--- src/rtl/alu_ctrl_issue.sv ---
// rtl/alu_ctrl_issue.sv - MIPS ALU control decoder feeding a 2-entry issue FIFO.
// Instructions are decoded on entry; the head entry drives the ALU control outputs.
module alu_ctrl_issue (
  input  logic        clk,
  input  logic        reset,
  input  logic        flush,
  input  logic        in_valid,
  output logic        in_ready,
  input  logic [31:0] instr,
  output logic        out_valid,
  input  logic        out_ready,
  output logic [5:0]  alu_fun,
  output logic        sign,
  output logic        src_a_shamt,
  output logic        src_b_imm,
  output logic [31:0] imm_ext,
  output logic        illegal,
  output logic [7:0]  illegal_cnt
);

  typedef struct packed {
    logic [5:0]  alu_fun;
    logic        sign;
    logic        src_a_shamt;
    logic        src_b_imm;
    logic [31:0] imm_ext;
    logic        illegal;
  } entry_t;

  entry_t      dec;
  entry_t      slot0_q, slot0_d;
  entry_t      slot1_q, slot1_d;
  logic [1:0]  cnt_q, cnt_d;
  logic [7:0]  illegal_cnt_q, illegal_cnt_d;
  logic        push, pop;

  logic [5:0]  opcode, funct;
  logic [4:0]  rt;
  logic [15:0] imm;

  assign opcode = instr[31:26];
  assign rt     = instr[20:16];
  assign funct  = instr[5:0];
  assign imm    = instr[15:0];

  always_comb begin
    dec         = '0;
    dec.imm_ext = {{16{imm[15]}}, imm};
    case (opcode)
      6'h00: begin
        case (funct)
          6'h20: begin dec.alu_fun = 6'b000000; dec.sign = 1'b1; end
          6'h21: dec.alu_fun = 6'b000000;
          6'h22: begin dec.alu_fun = 6'b000001; dec.sign = 1'b1; end
          6'h23: dec.alu_fun = 6'b000001;
          6'h24: dec.alu_fun = 6'b011000;
          6'h25: dec.alu_fun = 6'b011110;
          6'h26: dec.alu_fun = 6'b010110;
          6'h27: dec.alu_fun = 6'b010001;
          6'h2A: begin dec.alu_fun = 6'b110101; dec.sign = 1'b1; end
          6'h2B: dec.alu_fun = 6'b110101;
          6'h00: begin dec.alu_fun = 6'b100000; dec.src_a_shamt = 1'b1; end
          6'h02: begin dec.alu_fun = 6'b100001; dec.src_a_shamt = 1'b1; end
          6'h03: begin dec.alu_fun = 6'b100011; dec.src_a_shamt = 1'b1; end
          6'h08: dec.alu_fun = 6'b011010;
          default: dec.illegal = 1'b1;
        endcase
      end
      6'h08: begin dec.alu_fun = 6'b000000; dec.sign = 1'b1; dec.src_b_imm = 1'b1; end
      6'h09: begin dec.alu_fun = 6'b000000; dec.src_b_imm = 1'b1; end
      6'h0A: begin dec.alu_fun = 6'b110101; dec.sign = 1'b1; dec.src_b_imm = 1'b1; end
      6'h0B: begin dec.alu_fun = 6'b110101; dec.src_b_imm = 1'b1; end
      6'h0C: begin dec.alu_fun = 6'b011000; dec.src_b_imm = 1'b1; dec.imm_ext = {16'h0, imm}; end
      6'h0D: begin dec.alu_fun = 6'b011110; dec.src_b_imm = 1'b1; dec.imm_ext = {16'h0, imm}; end
      6'h0F: begin dec.alu_fun = 6'b011110; dec.src_b_imm = 1'b1; dec.imm_ext = {imm, 16'h0}; end
      6'h23: begin dec.alu_fun = 6'b000000; dec.sign = 1'b1; dec.src_b_imm = 1'b1; end
      6'h2B: begin dec.alu_fun = 6'b000000; dec.sign = 1'b1; dec.src_b_imm = 1'b1; end
      6'h04: begin dec.alu_fun = 6'b110011; dec.sign = 1'b1; end
      6'h05: begin dec.alu_fun = 6'b110001; dec.sign = 1'b1; end
      6'h06: begin dec.alu_fun = 6'b111101; dec.sign = 1'b1; end
      6'h07: begin dec.alu_fun = 6'b111111; dec.sign = 1'b1; end
      6'h01: begin
        // Only bltz (rt=0) is supported in the REGIMM group.
        if (rt == 5'd0) begin
          dec.alu_fun = 6'b111011;
          dec.sign    = 1'b1;
        end else begin
          dec.illegal = 1'b1;
        end
      end
      default: dec.illegal = 1'b1;
    endcase
  end

  assign in_ready  = !reset && (cnt_q != 2'd2);
  assign out_valid = (cnt_q != 2'd0);
  assign push      = in_valid && in_ready;
  assign pop       = out_valid && out_ready;

  always_comb begin
    cnt_d         = cnt_q;
    slot0_d       = slot0_q;
    slot1_d       = slot1_q;
    illegal_cnt_d = illegal_cnt_q;
    if (flush) begin
      cnt_d = 2'd0;
    end else begin
      if (push && dec.illegal && illegal_cnt_q != 8'hFF) begin
        illegal_cnt_d = illegal_cnt_q + 8'd1;
      end
      // Push with pop only happens at one entry held, so the new entry becomes head.
      if (push && pop) begin
        slot0_d = dec;
      end else if (pop) begin
        slot0_d = slot1_q;
        cnt_d   = cnt_q - 2'd1;
      end else if (push) begin
        if (cnt_q == 2'd0) slot0_d = dec;
        else               slot1_d = dec;
        cnt_d = cnt_q + 2'd1;
      end
    end
  end

  always_ff @(posedge clk or posedge reset) begin
    if (reset) begin
      cnt_q         <= 2'd0;
      slot0_q       <= '0;
      slot1_q       <= '0;
      illegal_cnt_q <= 8'd0;
    end else begin
      cnt_q         <= cnt_d;
      slot0_q       <= slot0_d;
      slot1_q       <= slot1_d;
      illegal_cnt_q <= illegal_cnt_d;
    end
  end

  assign alu_fun     = slot0_q.alu_fun;
  assign sign        = slot0_q.sign;
  assign src_a_shamt = slot0_q.src_a_shamt;
  assign src_b_imm   = slot0_q.src_b_imm;
  assign imm_ext     = slot0_q.imm_ext;
  assign illegal     = slot0_q.illegal;
  assign illegal_cnt = illegal_cnt_q;

endmodule

--- config.mk ---
export PLATFORM = sky130hd
export DESIGN_NAME = alu_ctrl_issue
export DESIGN_NICKNAME = d
export VERILOG_FILES = /design/src/rtl/alu_ctrl_issue.sv
export SDC_FILE = /design/constraint.sdc
export NUM_CORES = 1
export LEC_CHECK = 0
export CORE_AREA = 2 2 112 103
export CTS_CLUSTER_DIAMETER = 80
export DETAILED_ROUTE_END_ITERATION = 6
export DIE_AREA = 0 0 114 105
export GPL_ROUTABILITY_DRIVEN = 0
export PLACE_DENSITY = 0.69
export SYNTH_ARGS = -nofsm -noshare
export SYNTH_HDL_FRONTEND = slang
export SYNTH_SLANG_ARGS = --single-unit
--- constraint.sdc ---
create_clock -name clk -period 3.1 [get_ports clk]
set_input_delay 0.775 -clock clk [delete_from_list [all_inputs] [get_ports clk]]
set_output_delay 0.775 -clock clk [all_outputs]
set_load 0.01 [all_outputs]
==> results.sh <==
export IMPL_io_pins=89
export IMPL_cap_violations=0
export IMPL_met3_usage=0.0319
export IMPL_drc_errors=0
export IMPL_cts_made_buffers=9
export IMPL_die_h_um=105
export IMPL_cts_sinks=94
export IMPL_relSlewSlack=0.566
export IMPL_fin_tns_setup_ns=0
export IMPL_areaGrowthSynthToFinish_pct=30.6
export IMPL_synthAdderAreaFrac=0.00262
export IMPL_criticalPathCategory="in2reg"
export IMPL_grt_pass1_wl_mm=20.7
export IMPL_drt_pass1_iter_count=6
export IMPL_viasPerCell=5.71
export IMPL_power_leakage_nw=2.82
export IMPL_seq_area_frac_synth=0.492
export IMPL_start_kind="input port"
export IMPL_synth_compound_area_frac=0.199
export IMPL_async_flop_share=1.00
export IMPL_dp_final_hpwl_mm=8.78
export IMPL_netlist_instances=559
export IMPL_layout_nets=686
export IMPL_diodes=0
export IMPL_synth_nets=597
export IMPL_worstPathRequired_ns=3.33
export IMPL_hold_path_startpoint="slot1_q[37]$_DFFE_PP0P_"
export IMPL_r2r_end="imm_ext[18]$_DFFE_PP0P_"
export IMPL_die_area_um2=12000
export IMPL_drt_iter0_markers=322
export IMPL_routed_wl_mm=12.6
export IMPL_synth_area_leaders="dfrtp_1 49%, nand2_1 7.8%, nor2_1 4.6%"
export IMPL_worst_pin_slew_ns=0.651
export IMPL_synth_warnings=0
export IMPL_port_buffers=83
export IMPL_netlist_area_um2=4780
export IMPL_rsz0062_at_grt="false"
export IMPL_instances_no_fill=785
export IMPL_synth_edf_count=0
export IMPL_core_um2=10700
export IMPL_cts_setup_buffers=0
export IMPL_fmax_ghz=0.346
export IMPL_r2r_cells=6
export IMPL_synth_top_family_by_area="simple AND/OR/NAND/NOR gates"
export IMPL_synthXorXnorAreaFrac=0.0110
export IMPL_top_usage_layer="met2"
export IMPL_dp_slack_ns=-0.141
export IMPL_critical_path_buf_inv_count=1
export IMPL_cp_slowest_cell="or4_4"
export IMPL_ant_nets=0
export IMPL_multi_input_area_um2=2260
export IMPL_wire_per_inst_um=16.1
export IMPL_post_route_cell_area_um2=6250
export IMPL_synth_ff_latch_count=94
export IMPL_status="finished, final reports clean"
export IMPL_timing_final_ws_setup_ns=0.206
export IMPL_cts_root_buf="clkbuf_16"
export IMPL_grt_ovfl_total=0
export IMPL_cts_tree="yes"
export IMPL_ys_flop_type="dfrtp_1"
export IMPL_htreeDepth=3
export IMPL_setup_violations=0
export IMPL_hold_depth=2
export IMPL_hold_viol=0
export IMPL_cts_resized=0
export IMPL_r2r_setup_slack_ns=1.02
export IMPL_r2r_start="cnt_q[0]$_DFFE_PP0P_"
export IMPL_grt_max_degree=52
export IMPL_die_w_um=114
export IMPL_dp_cells=770
export IMPL_initial_core_util=0.446
export IMPL_path_delay_family="simple AND/OR/NAND/NOR gates"
export IMPL_p_per_area_nw_per_um2=584
export IMPL_synth_cell_type_count=57
export IMPL_critPathArrivalTime_ns=3.12
export IMPL_rows=36
export IMPL_drive_gt1_frac=0.0966
export IMPL_fin_crit_ns=2.89
export IMPL_cpPeakStageDelay_ns=0.51
export IMPL_hold_class="reg2reg"
export IMPL_fin_skew_ns=0.00637
export IMPL_cts_clk_slew_worst_paths_ns=0.07
export IMPL_cp_cell_sequence="clkdlybuf4s50_1, and4b_1, or4_4, a221oi_2, and2_1, nand3b_4, mux2_4"
export IMPL_synth_top_area_cell="dfrtp_1"
export IMPL_min_to="slot1_q[37]$_DFFE_PP0P_"
export IMPL_synth_simple_area_share=0.249
export IMPL_clkLatencyLatePin_ns=0.34
export IMPL_slew_viol_final=0
export IMPL_placed_area_um2=5940
export IMPL_crit_cells=7
export IMPL_syn_area_per_cell_um2=8.56
export IMPL_grt_util_all_layers=0.214
export IMPL_grt_pass1_vias=4173
export IMPL_dr_total_vias=4480
export IMPL_crit_fanout=2
export IMPL_finalCritPeriodShare=0.933
export IMPL_n_fill_cell=954
export IMPL_antenna_found_initial=0
export IMPL_critical_path_endpoint_type="flop"
export IMPL_cts_buffer_depth=2
export IMPL_synth_top_area_share=0.492
export IMPL_synth_area_mux_share=0.00680
export IMPL_finalPower_mw=3.65
export IMPL_vdd_drop_max_mv=0.225
export IMPL_use_met1=0.294
export IMPL_cts_hold_buffers_added=0
export IMPL_use_met2=0.346
export IMPL_final_seq_area_um2=2350
-- state kept, by name (all words and copies together) (netlist names) --
register,count
illegal_cnt,8
slot1_q,42
illegal,1
cnt_q,2
alu_fun,6
src_b_imm,1
src_a_shamt,1
imm_ext,32
sign,1
-- worst reg2reg max path: stages (launching register included) --
cell	delay, ns
dfrtp_1	0.42
nor2_1	0.25
mux2i_1	0.28
or2_2	0.45
buf_4	0.31
a211oi_1	0.08
a21o_1	0.18
-- placed cells by master (no fill, tap or decap), types with 3 or more instances in the layout --
cell	instances
nor2b_1	9
a31oi_1	22
nor3_1	7
a211oi_1	15
o21ai_0	41
dfrtp_1	94
nand2b_1	4
nor4_1	4
xnor2_1	3
nand3_1	40
clkdlybuf4s50_1	83
xor2_1	3
o31ai_1	4
nand4_1	3
o21a_1	4
a21o_1	17
nor3b_1	3
nand2_1	99
inv_1	8
a21oi_1	28
nor2_1	58
o211ai_1	4
clkbuf_16	9
and3_1	6
buf_4	34
-- synthesized netlist by cell type (9+ instances only) --
master	instances
nor2_1	59
a21o_1	17
a21oi_1	28
o21ai_0	41
inv_1	9
nor2b_1	9
a31oi_1	22
nand2_1	99
clkbuf_1	38
a211oi_1	15
dfrtp_1	94
nand3_1	41
-- per-layer routing --
| layer | part of all wire | vias to the layer above |
|---|---|---|
| li1 | - | 2139 |
| met1 | 0.43 | 2158 |
| met2 | 0.49 | 162 |
| met3 | 0.059 | 21 |
| met4 | 0.018 | 0 |
| met5 | 0 | - |
-- logic make-up (layout without fill, tap and decap cells) --
logic type / count (synthesis) / in the layout
xor gates and xnor gates: 6 / 6
adders and majority gates: 1 / 1
buffers and inverters: 50 / 143
muxes: 3 / 3
AOI/OAI and AO/OA: 150 / 150
and+or+nand+nor: 255 / 255
DFF: 94 / 94
-- report_power, final --
group / internal, mW / total [mW] / switching [mW]
Combinational: 0.489 / 0.897 / 0.408
Clock: 0.701 / 1.14 / 0.443
Sequential: 1.46 / 1.61 / 0.150
Total: 2.65 / 3.65 / 1.00
-- metrics by stage --
stage               hold WS [ns]  utilization
floorplan                  0.440            -
global route               0.494        0.583
CTS                        0.472        0.583
finish                     0.471        0.583
global placement           0.455        0.555
detailed placement         0.457        0.555
-- worst max-delay path by stage --
stage                          from                          to  slack (ns)
after floorplan               reset      slot1_q[1]$_DFFE_PP0P_       -0.21
after global placement    instr[26]  illegal_cnt[1]$_DFFE_PP0P_       -0.09
after detailed placement  instr[26]  illegal_cnt[1]$_DFFE_PP0P_       -0.14
after CTS                 instr[26]  illegal_cnt[1]$_DFFE_PP0P_        0.21
after global routing      instr[27]  illegal_cnt[5]$_DFFE_PP0P_        0.04
final                     instr[26]  illegal_cnt[1]$_DFFE_PP0P_        0.21
-- layout make-up --
class,instances,share of cell area
Sequential cell,94,0.376
Multi-Input combinational cell,415,0.362
Timing Repair Buffer,119,0.180
Clock buffer,11,0.0372
Tap cell,133,0.0266
Clock inverter,4,0.0116
Inverter,9,0.00601
Note: power is estimated with default switching activity, not from simulation.
